### config.mk
export PLATFORM = sky130hd
export DESIGN_NAME = voice_mixer_flat
export DESIGN_NICKNAME = d
export VERILOG_FILES = /design/src/rtl/voice_mixer_if.sv /design/src/rtl/voice_mixer.sv /design/src/flat_wrapper.sv
export SDC_FILE = /design/constraint.sdc
export NUM_CORES = 1
export LEC_CHECK = 0
export ABC_AREA = 1
export BUFFER_PORTS_ARGS = -buffer_cell sky130_fd_sc_hd__buf_2
export CAP_MARGIN = 20
export CORE_MARGIN = 8
export CORE_UTILIZATION = 35
export CTS_BUF_LIST = sky130_fd_sc_hd__clkbuf_8
export DETAILED_ROUTE_END_ITERATION = 8
export GPL_TIMING_DRIVEN = 0
export PLACE_DENSITY = 0.56
export SYNTH_ARGS = -nofsm -noshare
export SYNTH_HDL_FRONTEND = slang
export SYNTH_SLANG_ARGS = --single-unit
### constraint.sdc
create_clock -name sCLK_XVXENVS -period 6.2 [get_ports sCLK_XVXENVS]
set_clock_uncertainty 0.1 [all_clocks]
set_input_delay 1.24 -clock sCLK_XVXENVS [delete_from_list [all_inputs] [get_ports sCLK_XVXENVS]]
set_output_delay 1.24 -clock sCLK_XVXENVS [all_outputs]
set_load 0.03 [all_outputs]
### src/rtl/voice_mixer_if.sv
// voice_mixer_if: beat input bus from the oscillator stage and the tagged
// voice-sample output bus toward the voice VCA / output mixer.
interface voice_mixer_if #(
  parameter int VOICES    = 8,
  parameter int V_WIDTH   = 3,
  parameter int O_WIDTH   = 3,
  parameter int OUT_WIDTH = 20
);
  logic                        in_valid;
  logic [O_WIDTH-1:0]          in_ox;
  logic [V_WIDTH-1:0]          in_vx;
  logic signed [16:0]          sine_lut_out;
  logic [7:0]                  osc_level;
  logic [VOICES-1:0]           voice_free;
  logic                        voice_valid;
  logic signed [OUT_WIDTH-1:0] voice_out;
  logic [V_WIDTH-1:0]          voice_vx;
  logic                        sat_flag;
  logic                        seq_err;

  modport master (
    output in_valid, in_ox, in_vx, sine_lut_out, osc_level, voice_free,
    input  voice_valid, voice_out, voice_vx, sat_flag, seq_err
  );

  modport slave (
    input  in_valid, in_ox, in_vx, sine_lut_out, osc_level, voice_free,
    output voice_valid, voice_out, voice_vx, sat_flag, seq_err
  );
endinterface

### src/rtl/voice_mixer.sv
// voice_mixer: scales each oscillator sample by its level and sums the V_OSC
// oscillators of a voice into one saturated, tagged voice sample per frame.
// Pipeline: p1 = product register, p2 = frame FSM + accumulator, then the
// output register (voice_valid 3 cycles after the last beat).
// Optional build macro VOICE_MIXER_MUTE_FREE_EN: completed frames whose voice
// is flagged in voice_free are emitted as silent (0, no sat_flag).
module voice_mixer #(
  parameter int VOICES    = 8,
  parameter int V_OSC     = 8,
  parameter int V_WIDTH   = 3,
  parameter int O_WIDTH   = 3,
  parameter int OUT_SHIFT = 4,
  parameter int OUT_WIDTH = 20
) (
  input  logic            sCLK_XVXENVS,
  input  logic            reset,
  voice_mixer_if.slave    bus
);

  localparam int DATA_W = 17;
  localparam int COEF_W = 8;
  localparam int PROD_W = DATA_W + COEF_W + 1;
  localparam int ACC_W  = 29;

  localparam logic [O_WIDTH-1:0] LAST_OX = O_WIDTH'(V_OSC - 1);
  localparam logic [O_WIDTH-1:0] ONE_OX  = O_WIDTH'(1);
  localparam logic signed [ACC_W-1:0] SAT_MAX =
    ACC_W'((64'sd1 <<< (OUT_WIDTH - 1)) - 64'sd1);
  localparam logic signed [ACC_W-1:0] SAT_MIN =
    ACC_W'(-(64'sd1 <<< (OUT_WIDTH - 1)));

  typedef enum logic {IDLE, ACCUM} state_t;

  function automatic logic signed [OUT_WIDTH-1:0] sat_val(
    input logic signed [ACC_W-1:0] v);
    if (v > SAT_MAX)      sat_val = SAT_MAX[OUT_WIDTH-1:0];
    else if (v < SAT_MIN) sat_val = SAT_MIN[OUT_WIDTH-1:0];
    else                  sat_val = v[OUT_WIDTH-1:0];
  endfunction

  function automatic logic sat_hit(input logic signed [ACC_W-1:0] v);
    sat_hit = (v > SAT_MAX) || (v < SAT_MIN);
  endfunction

  // ---------------------------------------------------------------- p1
  logic                     vld_p1_q;
  logic [O_WIDTH-1:0]       ox_p1_q;
  logic [V_WIDTH-1:0]       vx_p1_q;
  logic signed [PROD_W-1:0] prod_p1_d, prod_p1_q;
  logic signed [PROD_W-1:0] smp_ext, lvl_ext;

  // Signed sample times zero-extended (always positive) level.
  always_comb begin
    smp_ext   = {{(PROD_W-DATA_W){bus.sine_lut_out[DATA_W-1]}}, bus.sine_lut_out};
    lvl_ext   = {{(PROD_W-COEF_W){1'b0}}, bus.osc_level};
    prod_p1_d = smp_ext * lvl_ext;
  end

  // Product register; beat tags travel with it.
  always_ff @(posedge sCLK_XVXENVS) begin
    if (reset) vld_p1_q <= 1'b0;
    else       vld_p1_q <= bus.in_valid;
    if (bus.in_valid) begin
      prod_p1_q <= prod_p1_d;
      ox_p1_q   <= bus.in_ox;
      vx_p1_q   <= bus.in_vx;
    end
  end

  // ---------------------------------------------------------------- p2
  state_t                  state_d, state_q;
  logic [O_WIDTH-1:0]      exp_ox_d, exp_ox_q;
  logic [V_WIDTH-1:0]      vx_lat_d, vx_lat_q;
  logic signed [ACC_W-1:0] acc_d, acc_q;
  logic                    seq_err_d, seq_err_q;
  logic                    last_p2_d, last_p2_q;
  logic [V_WIDTH-1:0]      vx_p2_d, vx_p2_q;
  logic signed [ACC_W-1:0] prod_acc;
  logic                    start;

  // Frame sequencing: load on ox==0, accumulate in-order beats, drop on error.
  always_comb begin
    state_d   = state_q;
    exp_ox_d  = exp_ox_q;
    vx_lat_d  = vx_lat_q;
    acc_d     = acc_q;
    seq_err_d = seq_err_q;
    last_p2_d = 1'b0;
    vx_p2_d   = vx_p2_q;
    start     = 1'b0;
    prod_acc  = {{(ACC_W-PROD_W){prod_p1_q[PROD_W-1]}}, prod_p1_q};
    if (vld_p1_q) begin
      case (state_q)
        IDLE: begin
          if (ox_p1_q == '0) start = 1'b1;
          else               seq_err_d = 1'b1;
        end
        ACCUM: begin
          if (ox_p1_q == exp_ox_q && vx_p1_q == vx_lat_q) begin
            acc_d = acc_q + prod_acc;
            if (ox_p1_q == LAST_OX) begin
              last_p2_d = 1'b1;
              vx_p2_d   = vx_p1_q;
              state_d   = IDLE;
            end else begin
              exp_ox_d = exp_ox_q + ONE_OX;
            end
          end else if (ox_p1_q == '0) begin
            seq_err_d = 1'b1;
            start     = 1'b1;
          end else begin
            seq_err_d = 1'b1;
            state_d   = IDLE;
          end
        end
        default: state_d = IDLE;
      endcase
      if (start) begin
        acc_d    = prod_acc;
        vx_lat_d = vx_p1_q;
        exp_ox_d = ONE_OX;
        if (ox_p1_q == LAST_OX) begin
          last_p2_d = 1'b1;
          vx_p2_d   = vx_p1_q;
          state_d   = IDLE;
        end else begin
          state_d = ACCUM;
        end
      end
    end
  end

  // FSM, accumulator and sticky error register.
  always_ff @(posedge sCLK_XVXENVS) begin
    if (reset) begin
      state_q   <= IDLE;
      exp_ox_q  <= '0;
      vx_lat_q  <= '0;
      acc_q     <= '0;
      seq_err_q <= 1'b0;
      last_p2_q <= 1'b0;
      vx_p2_q   <= '0;
    end else begin
      state_q   <= state_d;
      exp_ox_q  <= exp_ox_d;
      vx_lat_q  <= vx_lat_d;
      acc_q     <= acc_d;
      seq_err_q <= seq_err_d;
      last_p2_q <= last_p2_d;
      vx_p2_q   <= vx_p2_d;
    end
  end

  // ------------------------------------------------------------ output
  logic signed [ACC_W-1:0]     acc_shift;
  logic                        voice_valid_d, voice_valid_q;
  logic signed [OUT_WIDTH-1:0] voice_out_d, voice_out_q;
  logic [V_WIDTH-1:0]          voice_vx_d, voice_vx_q;
  logic                        sat_flag_d, sat_flag_q;

`ifndef VOICE_MIXER_MUTE_FREE_EN
  logic unused_free;
  assign unused_free = ^bus.voice_free;
`endif

  // Scale, saturate and tag the finished frame; sample holds between frames.
  always_comb begin
    acc_shift     = acc_q >>> OUT_SHIFT;
    voice_valid_d = last_p2_q;
    voice_out_d   = voice_out_q;
    voice_vx_d    = voice_vx_q;
    sat_flag_d    = 1'b0;
    if (last_p2_q) begin
      voice_out_d = sat_val(acc_shift);
      voice_vx_d  = vx_p2_q;
      sat_flag_d  = sat_hit(acc_shift);
`ifdef VOICE_MIXER_MUTE_FREE_EN
      if (bus.voice_free[vx_p2_q]) begin
        voice_out_d = '0;
        sat_flag_d  = 1'b0;
      end
`endif
    end
  end

  // Output register.
  always_ff @(posedge sCLK_XVXENVS) begin
    if (reset) begin
      voice_valid_q <= 1'b0;
      voice_out_q   <= '0;
      voice_vx_q    <= '0;
      sat_flag_q    <= 1'b0;
    end else begin
      voice_valid_q <= voice_valid_d;
      voice_out_q   <= voice_out_d;
      voice_vx_q    <= voice_vx_d;
      sat_flag_q    <= sat_flag_d;
    end
  end

  assign bus.voice_valid = voice_valid_q;
  assign bus.voice_out   = voice_out_q;
  assign bus.voice_vx    = voice_vx_q;
  assign bus.sat_flag    = sat_flag_q;
  assign bus.seq_err     = seq_err_q;

endmodule

### src/flat_wrapper.sv
// flat-port wrapper written by rule: the top's interface ports become plain ports
module voice_mixer_flat 
#(
  parameter int VOICES    = 8,
  parameter int V_OSC     = 8,
  parameter int V_WIDTH   = 3,
  parameter int O_WIDTH   = 3,
  parameter int OUT_SHIFT = 4,
  parameter int OUT_WIDTH = 20
)
  (sCLK_XVXENVS, reset, bus_in_valid, bus_in_ox, bus_in_vx, bus_sine_lut_out, bus_osc_level, bus_voice_free, bus_voice_valid, bus_voice_out, bus_voice_vx, bus_sat_flag, bus_seq_err);
  voice_mixer_if #(.VOICES(VOICES), .V_WIDTH(V_WIDTH), .O_WIDTH(O_WIDTH), .OUT_WIDTH(OUT_WIDTH)) bus_i ();
  input  logic sCLK_XVXENVS;
  input  logic reset;
  input wire logic [$bits(bus_i.in_valid)-1:0] bus_in_valid;
  input wire logic [$bits(bus_i.in_ox)-1:0] bus_in_ox;
  input wire logic [$bits(bus_i.in_vx)-1:0] bus_in_vx;
  input wire logic [$bits(bus_i.sine_lut_out)-1:0] bus_sine_lut_out;
  input wire logic [$bits(bus_i.osc_level)-1:0] bus_osc_level;
  input wire logic [$bits(bus_i.voice_free)-1:0] bus_voice_free;
  output wire logic [$bits(bus_i.voice_valid)-1:0] bus_voice_valid;
  output wire logic [$bits(bus_i.voice_out)-1:0] bus_voice_out;
  output wire logic [$bits(bus_i.voice_vx)-1:0] bus_voice_vx;
  output wire logic [$bits(bus_i.sat_flag)-1:0] bus_sat_flag;
  output wire logic [$bits(bus_i.seq_err)-1:0] bus_seq_err;
  assign bus_i.in_valid = bus_in_valid;
  assign bus_i.in_ox = bus_in_ox;
  assign bus_i.in_vx = bus_in_vx;
  assign bus_i.sine_lut_out = bus_sine_lut_out;
  assign bus_i.osc_level = bus_osc_level;
  assign bus_i.voice_free = bus_voice_free;
  assign bus_voice_valid = bus_i.voice_valid;
  assign bus_voice_out = bus_i.voice_out;
  assign bus_voice_vx = bus_i.voice_vx;
  assign bus_sat_flag = bus_i.sat_flag;
  assign bus_seq_err = bus_i.seq_err;
  voice_mixer #(.VOICES(VOICES), .V_OSC(V_OSC), .V_WIDTH(V_WIDTH), .O_WIDTH(O_WIDTH), .OUT_SHIFT(OUT_SHIFT), .OUT_WIDTH(OUT_WIDTH)) u_core (.sCLK_XVXENVS(sCLK_XVXENVS), .reset(reset), .bus(bus_i));
endmodule
Yosys cells after proc, flatten, opt, wreduce, memory -nomap -nowiden:

Index checks and enable logic that the tools add are counted.

* bits in registers: 99
* input port bits: 42
* output and inout port bits: 26
* word-level logic and storage cells: 70

* $add $sub $neg: 2
* multipliers: 1
* magnitude comparators: 2
* equal/unequal tests: 6
* mux-type cells: 30
* bitwise operators: 3
* reductions and logical operators: 11

Operators by type and width (count)
* $mux 29: 3
* $mux 20: 2
* $add 29x26->29: 1
* $mux 3: 9
* $mul 17x9->26: 1
* $gt 25x20->1 const B: 1
* $lt 25x20->1 const B: 1
* $mux 1: 14
* $eq 3x3->1: 2
* $ne 2x2->1 const B: 3
* $reduce_and 3->1: 2
* $pmux 1 s2: 2
* $reduce_and 4->1: 1
* $reduce_bool 2->1: 2
* $reduce_or 2->1: 2
* $add 3x1->3 const B: 1
* $eq 3x3->1 const B: 1
* $logic_not 3->1: 1
* $not 1->1: 3
* $reduce_and 2->1: 1
* $logic_and 1x1->1: 1
* $logic_or 1x1->1: 1

Depth between registers and ports, before layout:

Gate-level depths: netlist of run 1.

* depth in word-level cells: 7
* mapped depth: 20
* depth with buffers taken out: 18

Worst setup path before layout of run 1:

OpenSTA, ideal clock, no wires.

* kind: input port to flip-flop
* from: in bus_osc_level[2]
* to: reg u_core.prod_p1_q[25], data pin
* setup time: 0.261 ns
* arrival time: 5.144 ns
* required time: 5.839 ns
* slack: 0.695 ns
* stages: 18
* path buffers: 2
* path through: clkbuf_1 -> clkbuf_1 -> nand2_1 -> fa_1 -> inv_1 -> fa_1 -> fa_1 -> inv_1 -> fa_1 -> inv_1 -> ha_1 -> a21oi_1 -> o21ai_0 -> a21oi_1 -> o21ai_0 -> nand2_1 -> nand2_1 -> xor2_1

* longest elaborated chain between the ends: 1

Ends and longest elaborated chain
* from (decl): RTL line flat_wrapper.sv:19 `input wire logic [$bits(bus_i.osc_level)-1:0] bus_osc_level;`
* $mul 17x9->26: RTL line voice_mixer.sv:56 `prod_p1_d = smp_ext * lvl_ext;`
* named net u_core.prod_p1_d[25]: RTL line voice_mixer.sv:49 `logic signed [PROD_W-1:0] prod_p1_d, prod_p1_q;`
* to (signal assigned): RTL line voice_mixer.sv:64 `prod_p1_q <= prod_p1_d;`
* to (decl): RTL line voice_mixer.sv:49

The timed path passes the listed nets, and every way through them passes these cells.
A chain may end at the register's enable or synchronous reset.

Worst setup path after layout of run 1:

* from: in bus_osc_level[0]
* to: reg u_core.prod_p1_q[25], data pin

Same word-level chain as after synthesis.

==> summary by stage, run 1 <==
STA
Setup violations remaining at the end of the flow were counted as 0. The slew at the pin closest to its max-slew limit is 0.6999 ns. Setup repair after global routing left no endpoint under its margin. The count of final hold-check violations is 0. The final critical delay including setup and external delays is 5.944 ns. The maximum frequency from static timing analysis is 0.1682 GHz.

The max-slew violation total from the final report was 0. Headroom to the max-slew limit came out at 53.34%. The final cycle utilization of the critical path is 95.87%.

Clock tree
Clock tree synthesis inserted a total of 9 buffers. The clock tree from TritonCTS is yes. Clock-pin slew was measured on the worst setup and hold paths at 0.10 ns. The later pin in the worst-skew pair is clocked with a latency of 0.38 ns. The level count of the clock H-tree is 3. Clock tree synthesis found a total of 99 sinks.

Hold repair after CTS inserted 0 buffers. Clock tree synthesis selected as its root buffer the cell clkbuf_8. The clock passes through at most 2 buffers.

Layout
The number of nets in the finished design is 1820. The post-route netlist has 5.085% of its cells at a drive strength greater than 1. From synthesis to final layout, the design area changed by 7.947%. Leaving out fill and tap cells, the most frequent cell in the layout is nand2_1. In the layout the commonest cells are nand2_1 (424), inv_1 (361), a21oi_1 (116), fa_1 (109).

Once layout is complete, the utilization of the core stands at 38.44%. 0 antenna diodes ended up in the layout.

Drt
The post-detailed-route DRC marker count is 0. Dividing the detail-routed via count by the number of cells gives 4.600. Wires add up to 27820 microns. The first routing iteration left 470 violations. The number of detailed-route iterations in the first pass is 5. The routed layout has 9150 vias.

Once detail routing completed, the nets flagged for antenna violations numbered 0. The final routed wire length divided by cell count is 13.98 microns.

GRT
The first global-routing pass estimated 45690 microns of wire. Entering global routing, the biggest net connects 34 pins. The initial antenna violation count is 0.

The total global routing overflow is 0. In the global route stage, overall resource usage came out at 15.32%. The via count of the first global-routing pass is 9033.

Worst setup path
The register-to-register path setup slack is 3.90 ns. The startpoint class of the critical path is an input port. The kind of capture point of the worst setup path is a register. Along the worst path, the maximum fanout reaches 10. The data arrival time of the critical path is 5.98 ns. The kind of critical path is in2reg. The required time at the worst-slack endpoint is 6.23 ns.

Yosys
For this run, the leading register cell type out of synthesis is dfxtp_1. The net count after synthesis is 1775. The number of enable flip-flop cells after synthesis is 32.

The count of unique library cells instantiated by Yosys is 37. For this run, the number of Yosys warnings is 0. The area of the mapped netlist is 10890 sq um.

Counting flops with an async set or reset pin after synthesis yields a share of 0%. The proportion of synthesized chip area in sequential cells is 21.13%. The post-synthesis register bit count is 99. The per-instance average area after synthesis is 7.060 sq um.

The synthesized instance count is 1543.

Floorplan
The vertical extent of the die is 192.4 microns. The floorplan step set the die width to 192.4 microns. The total I/O pin count is 68. The die covers 37030 sq um. Row generation in the floorplan step produced 64 rows.

The placeable core area is 30590 sq um. The initial standard-cell utilization of the core is 35.61%.

Hold path
The class of the tightest hold or removal check is reg2reg.

Placed design
Detailed placement finished with a half-perimeter wire length of 23500 microns. During placement, the flow inserted port buffers numbering 34. Routability-driven placement finished with a final weighted congestion of 0.9188.

Power
In this run the power density over the cells is 331.5 nW/um^2. The worst-case IR drop observed on VDD is 0.1335 mV. The total power is 3898 uW. The analysis attributes to cell leakage a power of 0.006646 uW.

Run status
The run finished with clean final reports.

Run
The count of max-cap constraint violations is 0.
==> metal layers <==
metal  part of all wire [%]  vias up  track usage, %
met5                      0        -               0
met4                    1.8        0           3.496
met3                    4.3       31           1.590
met2                     46      211           26.03
met1                     48     4160           20.68
li1                       -     4748               -
==> registers in the layout, indices dropped and copies added, names as in the netlist <==
name and cells:
u_core.vld_p1_q 1, u_core.acc_q 29, u_core.bus.seq_err 1, u_core.ox_p1_q 3, u_core.vx_lat_q 3, u_core.vx_p2_q 3, u_core.state_q 1, u_core.last_p2_q 1
u_core.bus.sat_flag 1, u_core.bus.voice_out 20, u_core.bus.voice_vx 3, u_core.bus.voice_valid 1, u_core.prod_p1_q 26, u_core.exp_ox_q 3, u_core.vx_p1_q 3
==> cell families (layout without fill, tap and decap cells) <==
family,count (synthesis),in the layout,synth area share [%]
AO/OA/AOI/OAI,202,202,9.659
XOR/XNOR,37,37,2.975
AND/OR/NAND/NOR,594,594,22.03
buffers and inverters,421,471,14.87
flip-flops,99,99,21.13
adder cells (fa/ha/maj),190,190,29.33
==> Yosys cell counts, types with 5 or more instances <==
cell type  number  area, sq um
nand3b_1        6        45.04
nor2_1         81        304.0
nor3_1          9        45.04
o21ai_1        29        145.1
nand4_1         8        50.05
nand2_1       424         1592
inv_1         361         1355
nand3_1        55        275.3
inv_2           5        18.77
xnor2_1        11        96.34
ha_1           81         1013
a21o_1          6        45.04
buf_2           6        30.03
clkbuf_1       42        157.7
edfxtp_1       32        960.9
a21oi_1       116        580.6
fa_1          109         2182
dfxtp_1        67         1341
xor2_1         26        227.7
o21ai_0        41        205.2
==> final cells by class <==
type / instances / area [sq um]
flip-flops and latches: 99 / 2302
clock inverters: 7 / 73.82
inverters: 366 / 1374
repair buffers: 34 / 170.2
plain buffers: 55 / 249.0
well taps: 396 / 495.5
multi-input cells: 1023 / 6972
clock buffers: 9 / 123.9
fillers: 3318 / 18830
==> report_power, final <==
group	internal, uW	switching, uW
Combinational	938	1580
Clock	189	235
Sequential	876	82.2
Total	2000	1890
==> final timing paths <==
kind / startpoint / endpoint / cells past startpoint
worst max-delay path: bus_osc_level[0] / u_core.prod_p1_q[25] / 18
worst min-delay path: u_core.state_q / u_core.state_q / 2
worst max register to register: u_core.prod_p1_q[0] / u_core.acc_q[26] / 15
worst min register to register: u_core.state_q / u_core.state_q / 2
==> stage by stage <==
| step | setup slack (ns) | setup TNS [ns] | cell area, sq um | std cells | hold slack, ns |
|---|---|---|---|---|---|
| after floorplan | 0.6951 | 0 | 10890 | 1543 | 0.3340 |
| after global placement | -0.1736 | -0.3410 | 11560 | 1973 | 0.3541 |
| after detailed placement | -0.2300 | -0.5935 | 11560 | 1973 | 0.3622 |
| after CTS | 0.1772 | 0 | 11760 | 1989 | 0.3790 |
| after global routing | 0.02282 | 0 | 11760 | 1989 | 0.4070 |
| final | 0.2562 | 0 | 11760 | 1989 | 0.3763 |
==> worst max-delay path, cell delays in order <==
cell	delay, ns
clkbuf_1	0.39
clkbuf_1	0.48
nand2_1	0.14
fa_1	0.50
inv_1	0.05
fa_1	0.50
fa_1	0.51
inv_1	0.06
fa_1	0.52
inv_1	0.04
ha_1	0.35
nand2_1	0.13
nor2_1	0.17
nand4_1	0.09
o21ai_0	0.47
nand2_1	0.15
nand2_1	0.11
xor2_1	0.06
==> repair_timing <==
| action | CTS | global route |
|---|---|---|
| setup endpoints to repair | 0 | 1 |
| resized for setup | 0 | 4 |
| buffers inserted | 0 | 0 |
Note: power is estimated with default switching activity, not from simulation.
==> run 2: changes to the inputs <==
==> constraint.sdc (replaced) <==
create_clock -name sCLK_XVXENVS -period 6.2 [get_ports sCLK_XVXENVS]
set_clock_uncertainty 0.1 [all_clocks]
set_input_delay 0.62 -clock sCLK_XVXENVS [delete_from_list [all_inputs] [get_ports sCLK_XVXENVS]]
set_output_delay 0.62 -clock sCLK_XVXENVS [all_outputs]
set_load 0.03 [all_outputs]
==> summary by stage, run 2 (synthesis gave the netlist of run 1 again) <==
Run status
The flow ran to the end, and the final reports show no timing, DRC or antenna violations.

Layout
The top register by number of flip-flops is u_core.acc_q. The filler cell count in the final layout is 3317 (-0.030%). The multi-input gate area in the final layout is 6972 sq um (unchanged).

The number of nets in the finished design is 1820 (unchanged). Leaving out fill and tap cells, the most frequent cell in the layout is nand2_1. The sequential cell area is 2302 sq um (unchanged). The final core utilization is 38.44% (about the same). The post-route cell area was 11760 sq um (about the same). The number of antenna repair diodes is 0 (unchanged). The layout cell share with drive strength beyond 1 is 4.959% (-0.13 points).

The area growth from synthesis to final layout is 7.924% (about the same). In the layout the commonest cells are nand2_1 (424), inv_1 (361), a21oi_1 (116), fa_1 (109). The final instance count without filler cells came to 1989 (unchanged). The flip-flop count of the largest register after layout came to 29 (unchanged).

Drt
The total number of vias is 9148 (-0.022%). The number of detailed-route iterations in the first pass is 5 (unchanged). The total detailed-routing wirelength came to 27810 microns (about the same). The final routed wire length divided by cell count is 13.98 microns (about the same). The count of routing violations after the opening detailed-route iteration is 470 (unchanged). The per-cell via count in the routed design is 4.599 (about the same). The post-detailed-route DRC marker count is 0 (unchanged). The remaining antenna violation count after routing is 0 (unchanged).

Power
The maximum VDD drop is 0.1335 mV (about the same). The cell leakage power is 0.006640 uW (about the same). The total power per unit cell area is 331.5 nW/um^2 (about the same).

Clock tree
The cell at the root of the clock tree is clkbuf_8. The clock sink count is 99 (unchanged). The cts-stage hold buffer count is 0 (unchanged). The clock-pin slew on the worst setup and hold paths was 0.10 ns (about the same).

The buffer depth of the longest clock path is 2 (unchanged). The number of setup buffers added after CTS is 0 (unchanged). The level count of the clock H-tree came to 3 (unchanged). TritonCTS built the clock tree. The clock latency of the later-clocked register in the worst-skew pair is 0.38 ns (about the same).

The number of instances resized during post-cts repair came to 0 (unchanged). The number of buffers created by CTS was 9 (unchanged).

GRT
The total global routing overflow is 0 (unchanged). The maximum number of pins on one net before global-route repair is 34 (unchanged). The initial antenna violation count is 0 (unchanged). The via count of the first global-routing pass is 9033 (unchanged). The global-route usage over all layers is 15.32% (unchanged). The first-pass GRT wire length was 45690 microns (unchanged).

STA
The max-slew violation total from the final report was 0 (unchanged). The slew at the pin closest to its max-slew limit was 0.6999 ns (unchanged). The final critical delay including setup and external delays is 5.397 ns (-0.5465 ns).

The count of final hold-check violations came to 0 (unchanged). Setup repair after global routing left no endpoint under its margin. The total negative setup slack is 0 ns (unchanged). The count of final setup violators is 0 (unchanged). The maximum frequency from static timing analysis is 0.1853 GHz (+10%).

The final cycle utilization of the critical path is 87.05% (-8.8 points). The worst slew slack as a fraction of its limit was 53.34% (unchanged).

Worst setup path
The biggest cell delay along the critical path is 0.52 ns (about the same). Traced cell by cell, the critical path runs through clkbuf_1 > clkbuf_1 > nand2_1 > fa_1 > inv_1 > fa_1 > fa_1 > inv_1 > fa_1 > inv_1 > ha_1 > nand2_1 > nor2_1 > nand4_1 > o21ai_0 > nand2_1 > nand2_1 > xor2_1. The worst setup path is of the in2reg kind. The data arrival time of the critical path is 5.43 ns (-0.55 ns). The library cell contributing the largest single delay on the critical path is fa_1. The worst setup path is captured at a register.

The maximum net fanout on the critical path is 10 (unchanged). The required time at the worst-slack endpoint came to 6.23 ns (about the same). STA classifies the critical path startpoint as an input port.

Placed design
The total cell area at the placement stage is 11560 sq um (unchanged). The placer's final routability congestion estimate is 0.9188 (unchanged). The number of cells after detailed placement is 1973 (unchanged). The half-perimeter wire length of the detailed placement result came to 23500 microns (unchanged).

The number of input and output port buffers inserted is 34 (unchanged).

Hold path
The class of the tightest hold or removal check is in2reg.

Floorplan
The number of placement rows was 64 (unchanged). The total I/O pin count is 68 (unchanged). The initial standard-cell utilization of the core is 35.61% (unchanged). The die span in x is 192.4 microns (unchanged). The die area was 37030 sq um (unchanged). The vertical extent of the die came to 192.4 microns (unchanged).

The placeable core area is 30590 sq um (unchanged).

Run
The count of max-cap constraint violations is 0 (unchanged).
## run 2: changes by cell type in the layout (fill, tap and decap cells not counted)
cell / previous run / this run
clkbuf_1: 40 / 42
clkbuf_2: 4 / 2
## run 2: worst paths after layout
check | start | to | slack (ns) | cells past startpoint
hold reg to reg | u_core.state_q | u_core.state_q | 0.38 | 2
hold / removal | bus_in_vx[0] | u_core.vx_p1_q[0] | 0.31 | 1
setup reg to reg | u_core.prod_p1_q[0] | u_core.acc_q[26] | 3.90 | 15
setup / recovery | bus_osc_level[1] | u_core.prod_p1_q[25] | 0.80 | 18
## run 2: report_power, final
group / total [uW] / leakage (uW) / switching, uW / internal, uW
combinational: 2520 / 0.00569 / 1580 / 938
clock: 425 / 0.000100 / 235 / 189
sequential: 958 / 0.000854 / 82.1 / 876
total: 3900 / 0.00664 / 1890 / 2000
## run 2: final cells by class
cell class | instances | area share (%)
repair buffers | 34 | 1.447
multi-input cells | 1023 | 59.30
clock inverters | 7 | 0.6279
flip-flops and latches | 99 | 19.58
inverters | 366 | 11.68
clock buffers | 9 | 1.054
well taps | 396 | 4.214
plain buffers | 55 | 2.096
## run 2: per-stage QoR
step           setup WS [ns]  hold slack [ns]  power, uW
2_1_floorplan          1.315           0.3340       2916
3_3_place_gp          0.4464           0.3541       3478
3_5_place_dp          0.3900           0.3622       3499
4_1_cts               0.7972           0.2904       3945
5_1_grt               0.5924           0.2844       4354
6_report              0.8027           0.3127       3898
## run 2: layer usage
layer / GRT usage (%) / up-vias / wire [microns]
li1: - / 4748 / -
met1: 20.68 / 4163 / 13410
met2: 26.03 / 206 / 12710
met3: 1.590 / 31 / 1199
met4: 3.496 / 0 / 497
met5: 0 / - / 0
## run 2: critical path: cells and delay by family
kind | cells | cell delay, ns
XOR/XNOR | 1 | 0.06
AO/OA/AOI/OAI | 1 | 0.47
adder cells (fa/ha/maj) | 5 | 2.40
buffers and inverters | 5 | 1.06
AND/OR/NAND/NOR | 6 | 0.80
